### config.mk
export PLATFORM = sky130hd
export DESIGN_NAME = control_fsm
export DESIGN_NICKNAME = d
export VERILOG_FILES = /design/src/rtl/control_fsm.sv
export SDC_FILE = /design/constraint.sdc
export NUM_CORES = 1
export LEC_CHECK = 0
export CORE_MARGIN = 4
export CORE_UTILIZATION = 26
export CTS_CLUSTER_DIAMETER = 100
export CTS_CLUSTER_SIZE = 14
export DETAILED_ROUTE_END_ITERATION = 10
export GPL_ROUTABILITY_DRIVEN = 0
export PLACE_DENSITY = 0.86
export SETUP_SLACK_MARGIN = 0.2
export SLEW_MARGIN = 20
export SYNTH_ARGS = -nofsm -noshare
export SYNTH_HDL_FRONTEND = slang
export SYNTH_SLANG_ARGS = --single-unit
### constraint.sdc
create_clock -name Clk -period 1.3 [get_ports Clk]
set_clock_uncertainty 0.2 [all_clocks]
set_input_delay 0.195 -clock Clk [delete_from_list [all_inputs] [get_ports Clk]]
set_output_delay 0.195 -clock Clk [all_outputs]
set_load 0.01 [all_outputs]
### src/rtl/control_fsm.sv
// Multi-cycle control unit. One FSM walks every instruction through decode,
// execute, memory and writeback/PC update, and drives the datapath control
// inputs from the registered state, the current Instr and the ALU Zero flag.
//
// Parameters:
//   TRAP_ON_ILLEGAL  1: an illegal opcode/func parks in the illegal state with
//                    Halt=1 until reset; 0: the instruction retires as a NOP.
//
// Ports:
//   Clk            in   system clock, all state changes on posedge
//   Reset_n        in   asynchronous active-low reset
//   Instr[31:0]    in   current instruction from the fetch stage
//   Zero           in   ALU result == 0, consulted only while branching
//   PC_sel         out  0: PC+4, 1: PC+4+Immed
//   PC_LdEn        out  load PC, ends the instruction
//   RF_WrData_sel  out  0: ALU_out, 1: MEM_out
//   RF_B_sel       out  0: rt=Instr[15:11], 1: rd=Instr[20:16]
//   RF_WrEn        out  register file write enable
//   ALU_Bin_sel    out  0: RF_B, 1: Immed
//   ALU_func[3:0]  out  ALU operation select
//   MEM_WrEn       out  data memory write enable
//   Instr_done     out  retire pulse, identical to PC_LdEn
//   Halt           out  high only while trapped on an illegal instruction
module control_fsm #(
  parameter bit TRAP_ON_ILLEGAL = 1'b0
) (
  input  logic        Clk,
  input  logic        Reset_n,
  input  logic [31:0] Instr,
  input  logic        Zero,
  output logic        PC_sel,
  output logic        PC_LdEn,
  output logic        RF_WrData_sel,
  output logic        RF_B_sel,
  output logic        RF_WrEn,
  output logic        ALU_Bin_sel,
  output logic [3:0]  ALU_func,
  output logic        MEM_WrEn,
  output logic        Instr_done,
  output logic        Halt
);

  // Opcodes (Instr[31:26])
  localparam logic [5:0] OpR    = 6'b100000;
  localparam logic [5:0] OpLi   = 6'b111000;
  localparam logic [5:0] OpLui  = 6'b111001;
  localparam logic [5:0] OpAddi = 6'b110000;
  localparam logic [5:0] OpAndi = 6'b110010;
  localparam logic [5:0] OpOri  = 6'b110011;
  localparam logic [5:0] OpB    = 6'b111111;
  localparam logic [5:0] OpBeq  = 6'b000000;
  localparam logic [5:0] OpBne  = 6'b000001;
  localparam logic [5:0] OpLb   = 6'b000011;
  localparam logic [5:0] OpLw   = 6'b001111;
  localparam logic [5:0] OpSb   = 6'b000111;
  localparam logic [5:0] OpSw   = 6'b011111;

  localparam logic [3:0] AluAdd = 4'b0000;
  localparam logic [3:0] AluSub = 4'b0001;
  localparam logic [3:0] AluAnd = 4'b0010;
  localparam logic [3:0] AluOr  = 4'b0011;

  typedef enum logic [3:0] {
    StReset,
    StDecode,
    StAlu,
    StWbAlu,
    StAddr,
    StMemRd,
    StWbMem,
    StMemWr,
    StBr,
    StIll
  } state_e;

  state_e state_q;

  logic [5:0] opcode;
  logic [5:0] func;
  logic       is_r;
  logic       r_func_ok;
  logic       is_ialu;
  logic       is_load;
  logic       is_store;
  logic       is_br;
  logic [3:0] op_alu_func;
  logic       op_alu_bin;
  logic       br_taken;

  assign opcode = Instr[31:26];
  assign func   = Instr[5:0];

  // Only opcode, func and the low func bits steer control; the rest is datapath.
  logic unused_instr;
  assign unused_instr = ^Instr[25:6];

  // Instruction classification
  always_comb begin
    is_r      = (opcode == OpR);
    is_ialu   = (opcode == OpLi) || (opcode == OpLui) || (opcode == OpAddi) ||
                (opcode == OpAndi) || (opcode == OpOri);
    is_load   = (opcode == OpLb) || (opcode == OpLw);
    is_store  = (opcode == OpSb) || (opcode == OpSw);
    is_br     = (opcode == OpB) || (opcode == OpBeq) || (opcode == OpBne);
    r_func_ok = 1'b0;
    case (func)
      6'b110000, 6'b110001, 6'b110010, 6'b110011, 6'b110100,
      6'b111000, 6'b111001, 6'b111010, 6'b111100, 6'b111101: r_func_ok = 1'b1;
      default:                                               r_func_ok = 1'b0;
    endcase
  end

  // ALU controls for R/I-type ops; held in both execute and writeback since the
  // datapath has no pipeline registers between ALU and register file.
  always_comb begin
    op_alu_func = AluAdd;
    op_alu_bin  = 1'b0;
    if (is_r) begin
      op_alu_func = Instr[3:0];
    end else begin
      op_alu_bin = 1'b1;
      case (opcode)
        OpAndi:  op_alu_func = AluAnd;
        OpOri:   op_alu_func = AluOr;
        default: op_alu_func = AluAdd;
      endcase
    end
  end

  // Branch decision: b always taken, beq on Zero, bne on !Zero
  always_comb begin
    case (opcode)
      OpBeq:   br_taken = Zero;
      OpBne:   br_taken = ~Zero;
      default: br_taken = 1'b1;
    endcase
  end

  // State register and transitions
  always_ff @(posedge Clk or negedge Reset_n) begin
    if (!Reset_n) begin
      state_q <= StReset;
    end else begin
      unique case (state_q)
        StReset:  state_q <= StDecode;
        StDecode: begin
          if ((is_r && r_func_ok) || is_ialu) begin
            state_q <= StAlu;
          end else if (is_load || is_store) begin
            state_q <= StAddr;
          end else if (is_br) begin
            state_q <= StBr;
          end else begin
            state_q <= StIll;
          end
        end
        StAlu:    state_q <= StWbAlu;
        StWbAlu:  state_q <= StDecode;
        StAddr:   state_q <= is_load ? StMemRd : StMemWr;
        StMemRd:  state_q <= StWbMem;
        StWbMem:  state_q <= StDecode;
        StMemWr:  state_q <= StDecode;
        StBr:     state_q <= StDecode;
        StIll:    state_q <= TRAP_ON_ILLEGAL ? StIll : StDecode;
        default:  state_q <= StReset;
      endcase
    end
  end

  // Outputs decoded from state; anything not set for a state stays 0.
  always_comb begin
    PC_sel        = 1'b0;
    PC_LdEn       = 1'b0;
    RF_WrData_sel = 1'b0;
    RF_B_sel      = 1'b0;
    RF_WrEn       = 1'b0;
    ALU_Bin_sel   = 1'b0;
    ALU_func      = AluAdd;
    MEM_WrEn      = 1'b0;
    Halt          = 1'b0;
    unique case (state_q)
      StReset, StDecode: ;
      StAlu: begin
        ALU_func    = op_alu_func;
        ALU_Bin_sel = op_alu_bin;
      end
      StWbAlu: begin
        ALU_func    = op_alu_func;
        ALU_Bin_sel = op_alu_bin;
        RF_WrEn     = 1'b1;
        PC_LdEn     = 1'b1;
      end
      // Address = base + Immed, held through every memory-phase state
      StAddr, StMemRd: begin
        ALU_func    = AluAdd;
        ALU_Bin_sel = 1'b1;
      end
      StWbMem: begin
        ALU_func      = AluAdd;
        ALU_Bin_sel   = 1'b1;
        RF_WrEn       = 1'b1;
        RF_WrData_sel = 1'b1;
        PC_LdEn       = 1'b1;
      end
      StMemWr: begin
        ALU_func    = AluAdd;
        ALU_Bin_sel = 1'b1;
        RF_B_sel    = 1'b1;
        MEM_WrEn    = 1'b1;
        PC_LdEn     = 1'b1;
      end
      StBr: begin
        ALU_func = AluSub;
        RF_B_sel = 1'b1;
        PC_LdEn  = 1'b1;
        PC_sel   = br_taken;
      end
      StIll: begin
        if (TRAP_ON_ILLEGAL) begin
          Halt = 1'b1;
        end else begin
          PC_LdEn = 1'b1;
        end
      end
      default: ;
    endcase
  end

  assign Instr_done = PC_LdEn;

endmodule

# --- After elaboration in Yosys (flattened, before gate mapping) ---
# Index checks and enable logic that the tools add are counted.
classes:
  n_eq_ne: 31
  n_lt_le_gt_ge: 0
  add_sub_neg: 0
  shifts: 0
  n_mul: 0
  bitwise: 1
  div: 0
  muxes: 18
  reduce_logical: 20
op_table:
  columns: ["op", "n"]
  rows:
  - ["$eq 6x6->1 const B", 17]
  - ["$pmux 4 s5", 1]
  - ["$eq 4x3->1 const B", 4]
  - ["$mux 4", 3]
  - ["$logic_or 1x1->1", 10]
  - ["$reduce_or 10->1", 1]
  - ["$mux 1", 9]
  - ["$eq 4x2->1 const B", 2]
  - ["$eq 4x4->1 const B", 2]
  - ["$pmux 4 s2", 1]
  - ["$eq 6x1->1 const B", 1]
  - ["$eq 6x2->1 const B", 1]
  - ["$eq 6x3->1 const B", 1]
  - ["$eq 6x4->1 const B", 1]
  - ["$eq 6x5->1 const B", 1]
  - ["$logic_not 6->1", 1]
  - ["$reduce_or 2->1", 3]
  - ["$reduce_or 6->1", 1]
  - ["$reduce_or 5->1", 1]
  - ["$eq 4x1->1 const B", 1]
  - ["$logic_not 4->1", 1]
  - ["$pmux 1 s2", 2]
  - ["$pmux 2 s2", 1]
  - ["$reduce_or 4->1", 1]
  - ["other kinds (3)", 3]
word_totals:
  mem_bits_ro: 0
  mem_count: 0
  out_inout_bits: 13
  in_bits: 35
  latchBits: 0
  register_bits: 4
  ramBits: 0

# --- Logic depth before layout (Yosys ltp) ---
# Gate-level depths: netlist (run 1).
depth:
  ltp_word: 8
  mapped_depth: 5

# --- Worst setup path after synthesis (run 1) ---
# OpenSTA, ideal clock, no wires.
synth_path:
  path_kind: "input port to flip-flop"
  start: "in Instr[31]"
  end: "reg state_q[1]"
  required_time_ns: 0.980
  path_stages: 4
  setup_ns: 0.120
  arrival_time_ns: 1.251
  setup_slack_ns: -0.271
  cell_sequence: "clkbuf_2 -> or4_1 -> a32o_1 -> a31o_1"
synth_via:
  elab_chain_len: 8
  elab_cells_between_ends: 18
  cone_classes: "eq/ne (8); mux (3); reduce/logical (7)"
synth_rtl:
  columns: ["item", "line_no", "text"]
  rows:
  - ["from (decl)", "29", "input logic [31:0] Instr,"]
  - ["$eq 6x6->1", "100", "is_ialu = (opcode == OpLi) || (opcode == OpLui) || (opcode == OpAddi) ||"]
  - ["$logic_or 1x1->1 (3 in a row)", "100", null]
  - ["$logic_or 1x1->1", "101", "(opcode == OpAndi) || (opcode == OpOri);"]
  - ["$logic_or 1x1->1", "147", "if ((is_r && r_func_ok) || is_ialu) begin"]
  - ["$mux 4", "147", null]
  - ["$pmux 4 s5 *", "144", "unique case (state_q)"]
  - ["to (signal assigned)", "145", "StReset: state_q <= StDecode;"]
  - ["to (signal assigned)", "148", "state_q <= StAlu;"]
  - ["to (signal assigned)", "150", "state_q <= StAddr;"]
  - ["to (decl)", "76", "state_e state_q;"]
# Every way passes the cells marked *; elsewhere a longest branch is shown, timed or not.

# --- Worst setup path after layout (run 1) ---
layout_path:
  start: "reg state_q[2]"
  end: "out PC_sel"
layout_via:
  elab_chain_len: 2
layout_rtl:
  columns: ["item", "line_no", "text"]
  rows:
  - ["from (signal assigned)", "142", "state_q <= StReset;"]
  - ["from (signal assigned)", "145", null]
  - ["from (signal assigned)", "148", null]
  - ["$eq 4x4->1", "181", "unique case (state_q)"]
  - ["$mux 1", "181", null]
  - ["to (decl)", "31", "output logic PC_sel,"]
# No other way between the ends.

==> run summary, run 1 <==
1st-iter DRT viols - 21
pwr dens - 1730 nW/µm²
largest reg by FF count - state_q
ranking of synthesized cells by area - dfrtp_1, nor2_1, nand2_1
WP data required - 0.90 ns
crit path buf inv count - 3
worst path cell trace - buf_6 -> nor2_4 -> nand3b_1 -> buf_6 -> nor2_2 -> buf_2
I/O Buffers - 26
Die H - 51.1 µm
CP Capture Type - output pin
routed wire length - 3240 µm
slowest CP cell - dfrtp_2
core area - 1750 µm²
latest clock arrival within the worst-skew pair - 0.24 ns
biggest regs - state_q: 4 flops
CTS sink count - 4
Worst Setup Path Type - reg -> out
CTS tree - done
dpl ws - -1.01 ns
Synth cell types - 30
Placed Area - 1020 µm²
dominant cell type by area after synthesis - dfrtp_1
Pwr Total - 2.36 mW
final std cells w/o fill - 162
Ant. Diodes - 0
register area share after synthesis - 0.207
die area - 2610 µm²
Yosys top cell area share - 0.207
LEAKAGE - 0.595 nW
vias in the first global route - 901
max reg flops - 4
max_cap viols - 0
router iterations before antenna repair - 4
Hold Path Class - in -> async
Gate Count Post-Synth - 71
fraction of layout cells with a size suffix above 1 - 0.766
post-detailed-route wirelength per cell - 20.0 µm
unrepaired setup endpoints after global routing - yes
post-layout util - 0.782
crit-path most repeated cell - buf_6
failing checks - setup timing
antenna violations before repair - 0
IO Pins - 48
Startpoint Class - register
Initial Util - 0.277
synth warn - 0
total gr overflow - 0
# setup viols final - 16
commonest cells after routing, fill and taps aside - buf_6, buf_4, buf_2
first-pass GRT wire length - 4350 µm
VDD IR-drop max - 1.46 mV
Hold WS - 0.0217 ns
Tcrit/Tclk final - 1.36
setup TNS - -5.53 ns
largest net degree at the start of global routing - 9
all-layer global routing usage - 0.224
most common cell after layout, fill and taps aside - buf_6
Worst path top cell family by delay - buffers and inverters
nets - 173
CTS HTree Levels - 1
final instance area - 1370 µm²
largest stage delay on the critical path - 0.41 ns
Num CTS Buffers - 3
vias after detailed routing - 875
Seq cells post-synth - 4
Final Hold Fails - 0
crit path DAT - 1.38 ns
row cnt - 15
antenna-violating nets left - 0
f_max - 0.564 GHz
placed cells - 142
CTS Buffer Depth - 2
synthesized area - 483 µm²
post-layout min period - 1.77 ns
syn avg cell area - 6.80 µm²
Area Growth Syn to Fin - 183%
root buffer cell - clkbuf_4
clk slew on worst S/H paths - 0.05 ns
worst setup margin - -0.472 ns
Slew Limit Fails - 0
DRC errors left - 0
Net Count, Synth - 106
DR vias/cell - 5.40
Crit Path Max Fanout - 5
DP HPWL - 1530 µm
run status - complete, but fails checks
Die W - 51.1 µm
## power by group
group / total (mW) / internal [mW] / switching [mW]
registers: 0.269 / 0.184 / 0.0847
logic: 1.91 / 1.04 / 0.874
clock network: 0.179 / 0.116 / 0.0630
total: 2.36 / 1.34 / 1.02
## worst paths after layout
check                           start         end  slack (ns)  cells after the start
max                        state_q[2]      PC_sel       -0.47                      6
min                           Reset_n  state_q[3]        0.02                      1
max reg2reg                state_q[1]  state_q[0]       -0.37                      6
min reg2reg                state_q[3]  state_q[2]        0.63                      4
max in group asynchronous     Reset_n  state_q[1]        0.68                      1
min in group Clk            Instr[30]  state_q[0]        0.31                      4
## kinds of logic (layout without fill, tap and decap cells)
group | count (synthesis) | in the layout | synth area share
other cells | 1 | 1 | 0.00776
flops | 4 | 4 | 0.207
simple gates | 44 | 44 | 0.482
xor+xnor | 3 | 3 | 0.0544
compound gates | 15 | 15 | 0.199
buf+inv | 4 | 70 | 0.0492
## per-layer routing
metal  vias to the layer above  track usage  wire length [µm]
met2                        63        0.403              1540
met5                         -            0                 0
met3                         8       0.0292               310
li1                        387            -                 -
met4                         0        0.126                86
met1                       417        0.251              1300
## synthesized netlist by cell type
master     n
or3b_2     1
and3b_1    1
nand3_1    3
a31oi_1    1
xnor2_1    1
clkbuf_2   1
nand2b_1   2
and3_2     1
and3_1     4
nor2b_1    2
nand2_1    8
and4_2     1
nand3b_1   2
conb_1     1
nand2_2    1
buf_4      2
a21oi_1    5
or4_1      1
o31ai_1    2
a31o_1     1
dfrtp_1    4
xor2_1     2
clkbuf_1   1
nor3_1     4
o32ai_1    1
a211oi_1   1
a32o_1     1
nor2_1    11
or2_2      2
o21ai_0    3
## layout make-up
cell class / count / area [µm²]
Fill cell: 89 / 380
Clock buffer: 4 / 26.3
Multi-Input combinational cell: 63 / 617
Sequential cell: 4 / 105
Tap cell: 25 / 31.3
Timing Repair Buffer: 66 / 586
## what timing repair did
item / 4_1_cts / 5_1_grt
gates resized for setup: 125 / 13
setup endpoints to repair: 16 / 20
hold endpoints to repair: 4 / 0
pin swaps: 24 / 11
hold buffers: 1 / 0
buffers inserted: 9 / 7
Note: power is estimated with default switching activity, not from simulation.
==> run 2: changes to the inputs <==
Settings changed: RECOVER_POWER from default to 50, SLEW_MARGIN 20 to default.
==> results of run 2 <==
No change in the layout: final DEF, timing and power equal those of run 1.
==> variant 1, RTL diff (flow settings as in run 1) <==
Re-encode `state_e` (10 states) as one-hot, 10 bits wide.
--- a/src/rtl/control_fsm.sv
+++ b/src/rtl/control_fsm.sv
@@ -60,17 +60,17 @@
   localparam logic [3:0] AluAnd = 4'b0010;
   localparam logic [3:0] AluOr  = 4'b0011;
 
-  typedef enum logic [3:0] {
-    StReset,
-    StDecode,
-    StAlu,
-    StWbAlu,
-    StAddr,
-    StMemRd,
-    StWbMem,
-    StMemWr,
-    StBr,
-    StIll
+  typedef enum logic [9:0] {
+    StReset  = 10'b0000000001,
+    StDecode = 10'b0000000010,
+    StAlu    = 10'b0000000100,
+    StWbAlu  = 10'b0000001000,
+    StAddr   = 10'b0000010000,
+    StMemRd  = 10'b0000100000,
+    StWbMem  = 10'b0001000000,
+    StMemWr  = 10'b0010000000,
+    StBr     = 10'b0100000000,
+    StIll    = 10'b1000000000
   } state_e;
 
   state_e state_q;
Formal check against the unedited RTL: no difference found for any inputs over 10 cycles, from zero or initial values and one cycle with Reset_n low; not proved beyond that.
==> variant 1 against run 1 <==
  * The flow still finishes with violations (negative setup slack)
  * Via count increased by 19%
  * Power down 27%
  * Critical path depth shrank 1
  * Register-to-register slack got worse by 0.20 ns
  * Area after synthesis rose by 81%
  * Sequential cell count rose by 6
  * Design area up 26%
  * Highest routed layer unchanged
  * Routed wire length is 13% lower
  * Count of clock-buffer cells in the layout unchanged
  * Setup slack worse by 0.43 ns
  * Core utilization down 23 points
==> variant 1: results (changes against run 1) <==
* Fillcell total at 281 (was 89)
* Asr flop ratio synth at 1.000 (unchanged)
* Layout cells sized above 1 at 0.5763 (was 0.7664)
* Worst-Skew Late Latency at 0.26 ns (was 0.24 ns)
* CTS Buffer Depth at 2 (unchanged)
* Leakage at 0.7541 nW (was 0.5952 nW)
* CP Max Fanout at 3 (was 5)
* I/O Buffers at 26 (unchanged)
* Syn Nets at 142 (was 106)
* Hold slack at 0.08148 ns (was 0.02165 ns)
* Sequential area share after synthesis at 0.2871 (was 0.2073)
* Initial antenna violation count at 0 (unchanged)
* Top Registers: state_q: 10 flops (was state_q: 4 flops)
* Syn Area/Cell at 8.185 um^2 (was 6.802 um^2)
* Synth cell types at 42 (was 30)
* Hold WC Path Type: in -> async (unchanged)
* Clk root buf: clkbuf_4 (unchanged)
* N_diodes at 0 (unchanged)
* Status: complete, but fails checks (unchanged)
* Reg-to-reg endpoint: state_q[9] (was state_q[0])
* Failing checks: negative setup slack (unchanged)
* Drt wl/cell at 12.74 um (was 20.01 um)
* # setup viols final at 22 (was 16)
* Syn. warnings at 0 (unchanged)
* Maximum VDD drop at 0.4124 mV (was 1.459 mV)
* Setup slack, reg-to-reg at -0.57 ns (was -0.37 ns)
* Worst path top cell family by delay: simple AND/OR/NAND/NOR gates (was buffers and inverters)
* Reg2reg path depth at 7 (was 6)
* CTS Buf Count at 3 (unchanged)
* GRT Overall Usage at 0.1330 (was 0.2245)
* Via count at 1044 (was 875)
* Vias in the first global route at 1068 (was 901)
* Largest net degree at the start of global routing at 9 (unchanged)
* Max-cap violations at 0 (unchanged)
* Cells after DPL at 203 (was 142)
* Most area-consuming cells after synthesis: dfrtp_1 26%, and2_1 4.3%, nor2_1 4.3%, nand3_1 4.0%, o21ai_0 4.0% (was dfrtp_1 21%, nor2_1 8.5%, nand2_1 6.2%, a21oi_1 5.2%, and3_1 5.2%)
* CP arrival at 1.80 ns (was 1.38 ns)
* Final WL at 2815 um (was 3241 um)
* Initial DRC count at 49 (was 21)
* Synth cell count leaders: 10 x nor2_1, 9 x dfrtp_1, 7 x nand3_1, 7 x o21ai_0, 6 x and2_1 (was 11 x nor2_1, 8 x nand2_1, 5 x a21oi_1)
* Crit path largest cell delay at 0.41 ns (about the same)
* First-pass GRT wire length at 4491 um (was 4353 um)
* Detailed Place HPWL at 2118 um (was 1531 um)
* Worst setup margin at -0.8989 ns (was -0.4725 ns)
* Layout Nets at 213 (was 173)
* RR Startpoint: state_q[4] (was state_q[1])
* Prevailing post-synth register cell: dfrtp_1 (unchanged)
* Pre-antenna DRT Iters at 4 (unchanged)
* Slowest-stage cell, CP: dfrtp_1 (was dfrtp_2)
* Worst-path clk slew at 0.06 ns
variant 1: cell types whose count changed after synthesis, sizes merged, moves of 3 or more:
cell,delta
and2,+6
o21ai,+6
dfrtp,+5
and3,-4
nand2,-4
nand3,+4
nor4,+4
buf,+3
nor3b,+3
nor4b,+3
variant 1: layout make-up:
class,count,area (um^2),share of cell area
Timing Repair Buffer,73,603.1,0.3516
Sequential cell,10,251.5,0.1466
Tap cell,44,55.05,0.03209
Inverter,2,7.507,0.004376
Multi-Input combinational cell,88,772.0,0.4500
Clock buffer,4,26.28,0.01532
variant 1: cell families after synthesis:
group | Yosys count | share of synthesized area
buffers and inverters | 9 | 0.05857
AOI/OAI and AO/OA | 22 | 0.1614
DFF | 10 | 0.2872
other | 1 | 0.004282
xor gates and xnor gates | 6 | 0.06000
and+or+nand+nor | 59 | 0.4286
variant 1: how the worst max path moves through the flow:
stage                        endpoint  slack [ns]  startpoint
after floorplan           ALU_func[0]       -0.62  state_q[8]
after global placement    ALU_func[0]        -1.0  state_q[8]
after detailed placement  ALU_func[0]       -1.06  state_q[8]
after CTS                 ALU_func[0]       -0.90  state_q[4]
after global routing      ALU_func[0]       -1.00  state_q[4]
final                     ALU_func[0]       -0.90  state_q[4]
variant 1: metal layers:
layer	vias to the layer above	part of all wire	track usage
met5	-	0	0
met4	0	0.013	0.05330
met3	4	0.040	0.01531
met2	22	0.55	0.2716
met1	491	0.40	0.1325
li1	527	-	-
variant 1: timing repair:
item / CTS / global route
gates cloned: 0 / 0
buffers inserted: 9 / 4
hold endpoints to repair: 2 / 0
hold buffers: 1 / 0
endpoints found under the setup margin: 22 / 22
pin swaps: 20 / 7
resized for setup: 79 / 9
variant 1: through the flow:
step	utilization	setup TNS (ns)	power [mW]	area, um^2	setup slack (ns)
floorplan	-	-5.707	0.8148	940.9	-0.6166
global placement	0.4664	-14.94	1.132	1459	-0.9951
detailed placement	0.4664	-15.51	1.152	1459	-1.062
CTS	0.5256	-12.33	1.567	1644	-0.9048
global route	0.5484	-15.01	1.837	1715	-1.005
finish	0.5484	-12.99	1.728	1715	-0.8989
variant 1: report_power, final:
| part | leakage [nW] | switching (mW) | internal [mW] |
|---|---|---|---|
| clock network | 0.0150 | 0.0944 | 0.118 |
| registers | 0.134 | 0.0562 | 0.370 |
| logic | 0.605 | 0.460 | 0.630 |
==> variant 2, RTL diff (settings of run 1) <==
Without the edit above. Change the parameter `TRAP_ON_ILLEGAL` from 1'b0 to 1'b1.
--- a/src/rtl/control_fsm.sv
+++ b/src/rtl/control_fsm.sv
@@ -22,7 +22,7 @@
 //   Instr_done     out  retire pulse, identical to PC_LdEn
 //   Halt           out  high only while trapped on an illegal instruction
 module control_fsm #(
-  parameter bit TRAP_ON_ILLEGAL = 1'b0
+  parameter bit TRAP_ON_ILLEGAL = 1'b1
 ) (
   input  logic        Clk,
   input  logic        Reset_n,
Formal check against the unedited RTL: not equivalent (a bounded check fails within 4 cycles, from zero or initial values and one cycle with Reset_n low).
==> variant 2 against run 1 <==
  * The run still ends with negative setup slack left
  * Combinational power decreased by 26%
  * Sequential cell count unchanged
  * Setup slack got worse by 0.14 ns
  * Die area increased by 7.4%
  * Power decreased by 22%
  * Core utilization decreased by 5.3 points
  * Design area decreased by 2.8%
  * Routed wire length decreased by 36%
  * Non-clock buffer count unchanged
  * Fmax decreased by 7.5%
  * Area after synthesis increased by 8.8%
  * Sequential share of layout area increased by 0.22 points
  * Count of clock-buffer cells in the layout unchanged
  * Largest cell class is now non-clock buffers
==> variant 2: results (changes against run 1) <==
* Cell-internal power at 1.154 mW (was 1.336 mW)
* Most area-consuming cells after synthesis: dfrtp_1 19%, nand2_1 5.0%, nor4b_4 4.5%, o2bb2a_4 3.8%, nor2_1 3.6% (was dfrtp_1 21%, nor2_1 8.5%, nand2_1 6.2%, a21oi_1 5.2%, and3_1 5.2%)
* Drt wl/cell at 13.29 um (was 20.01 um)
* Vias in the first global route at 765 (was 901)
* Multiplexer area fraction after synthesis at 0.02143 (was 0)
* Met2 GRT Util at 0.3079 (was 0.4034)
* Maximum VDD drop at 0.6432 mV (was 1.459 mV)
* Worst-path clk slew at 0.04 ns
* Setup CP Type: in -> out (was reg -> out)
* Worst setup margin at -0.6153 ns (was -0.4725 ns)
* Detailed Place HPWL at 1368 um (was 1531 um)
* Setup slack, reg-to-reg at -0.51 ns (was -0.37 ns)
* Post-Synth Adder-Cell Area at 0 (unchanged)
* Crit path launch: Instr[28] (was state_q[2])
* Top Registers: state_q: 4 flops (unchanged)
* Layout cells sized above 1 at 0.7576 (was 0.7664)
* Syn Nets at 101 (was 106)
* Compound-Gate Fraction of Synth Area at 0.2548 (was 0.1995)
* Via count at 763 (was 875)
* RR Startpoint: state_q[2] (was state_q[1])
* Reg2reg path depth at 7 (was 6)
* Leakage at 0.6086 nW (was 0.5952 nW)
* GRT met3 Usage at 0.02535 (was 0.02915)
* Failing checks: negative setup slack (unchanged)
* CP Max Fanout at 3 (was 5)
* Reg-to-reg endpoint: state_q[1] (was state_q[0])
* Largest net degree at the start of global routing at 8 (was 9)
* Clk root buf: clkbuf_4 (unchanged)
* Layout Nets at 168 (was 173)
* M1 GR Usage at 0.1551 (was 0.2513)
* I/O Buffers at 27 (was 26)
* Syn Area/Cell at 7.962 um^2 (was 6.802 um^2)
* Synth cell types at 42 (was 30)
* DP Worst Slack at -1.386 ns (was -1.009 ns)
* Critical path endpoint: ALU_func[0] (was PC_sel)
* Asr flop ratio synth at 1.000 (unchanged)
* Sequential area share after synthesis at 0.1905 (was 0.2073)
* Status: complete, but fails checks (unchanged)
* Syn. warnings at 0 (unchanged)
* First-pass GRT wire length at 3215 um (was 4353 um)
* Synth cell count leaders: 7 x nand2_1, 5 x nor2_1, 4 x dfrtp_1 (was 11 x nor2_1, 8 x nand2_1, 5 x a21oi_1)
* GRT Overall Usage at 0.1568 (was 0.2245)
* N_diodes at 0 (unchanged)
* Initial DRC count at 5 (was 21)
* # setup viols final at 17 (was 16)
* Post-synthesis xor/xnor area fraction at 0.05000 (was 0.05440)
* CP arrival at 1.52 ns (was 1.38 ns)
* Fillcell total at 128 (was 89)
==> variant 2: cell count changes after synthesis, moves of 2 or more <==
| cell | change |
|---|---|
| a21oi_1 | -2 |
| and3_1 | -3 |
| inv_1 | +3 |
| nand3_1 | -2 |
| nor2_1 | -6 |
==> variant 2: worst min-delay path by stage <==
stage               slack [ns]  cells past startpoint       from         end
floorplan                -0.30                      0    Reset_n  state_q[0]
finish                    0.03                      1    Reset_n  state_q[0]
detailed placement        0.20                      1    Reset_n  state_q[3]
CTS                       0.32                      5  Instr[31]  state_q[2]
global route              0.03                      1    Reset_n  state_q[0]
global placement          0.20                      1    Reset_n  state_q[2]
==> variant 2: through the flow <==
| step | instances | area [um^2] | hold slack, ns | util | setup TNS [ns] |
|---|---|---|---|---|---|
| 3_3_place_gp | 133 | 1017 | 0.1993 | 0.5588 | -14.10 |
| 5_1_grt | 157 | 1328 | 0.02664 | 0.7292 | -8.584 |
| 6_report | 157 | 1328 | 0.02866 | 0.7292 | -7.785 |
| 2_1_floorplan | 66 | 619.3 | -0.3006 | - | -2.769 |
| 3_5_place_dp | 133 | 1017 | 0.2029 | 0.5588 | -14.50 |
| 4_1_cts | 156 | 1292 | 0.3222 | 0.7100 | -7.242 |
==> variant 2: cell type report <==
cell class	count	area [um^2]	share of cell area
well taps	25	31.28	0.02356
repair buffers	66	614.3	0.4628
inverters	3	13.76	0.01037
clock buffers	4	26.28	0.01979
multi-input cells	55	536.8	0.4043
flip-flops and latches	4	105.1	0.07917
==> variant 2: cells by family (layout without fill, tap and decap cells) <==
| family | count (synthesis) | in the layout |
|---|---|---|
| AND/OR/NAND/NOR | 34 | 34 |
| AO/OA/AOI/OAI | 17 | 17 |
| buffers and inverters | 7 | 73 |
| flip-flops | 4 | 4 |
| XOR/XNOR | 3 | 3 |
| multiplexers | 1 | 1 |
==> variant 2: critical path: stages <==
cell	delay, ns
buf_6	0.09
or3_4	0.39
nor4b_4	0.28
buf_4	0.16
o2bb2a_4	0.15
o21ai_4	0.13
buf_6	0.11
==> variant 2: power by group through the flow <==
stage / Combinational (mW) / Clock (mW) / Sequential [mW]
final: 1.41 / 0.169 / 0.255
after global routing: 1.48 / 0.197 / 0.260
after CTS: 1.32 / 0.175 / 0.241
after detailed placement: 0.953 / 0 / 0.240
after global placement: 0.922 / 0 / 0.237
after floorplan: 0.542 / 0 / 0.230
==> variant 2: layer usage <==
layer	part of all wire	wire [um]
met1	0.40	837
met2	0.54	1136
met3	0.046	97
met4	0.0081	17
met5	0	0
==> variant 2: timing repair <==
action,4_1_cts,5_1_grt
gates cloned,0,0
buffers inserted,18,2
gates resized for setup,110,8
hold buffers,1,0
hold endpoints to repair,4,0
endpoints found under the setup margin,17,21
pin swaps,19,4
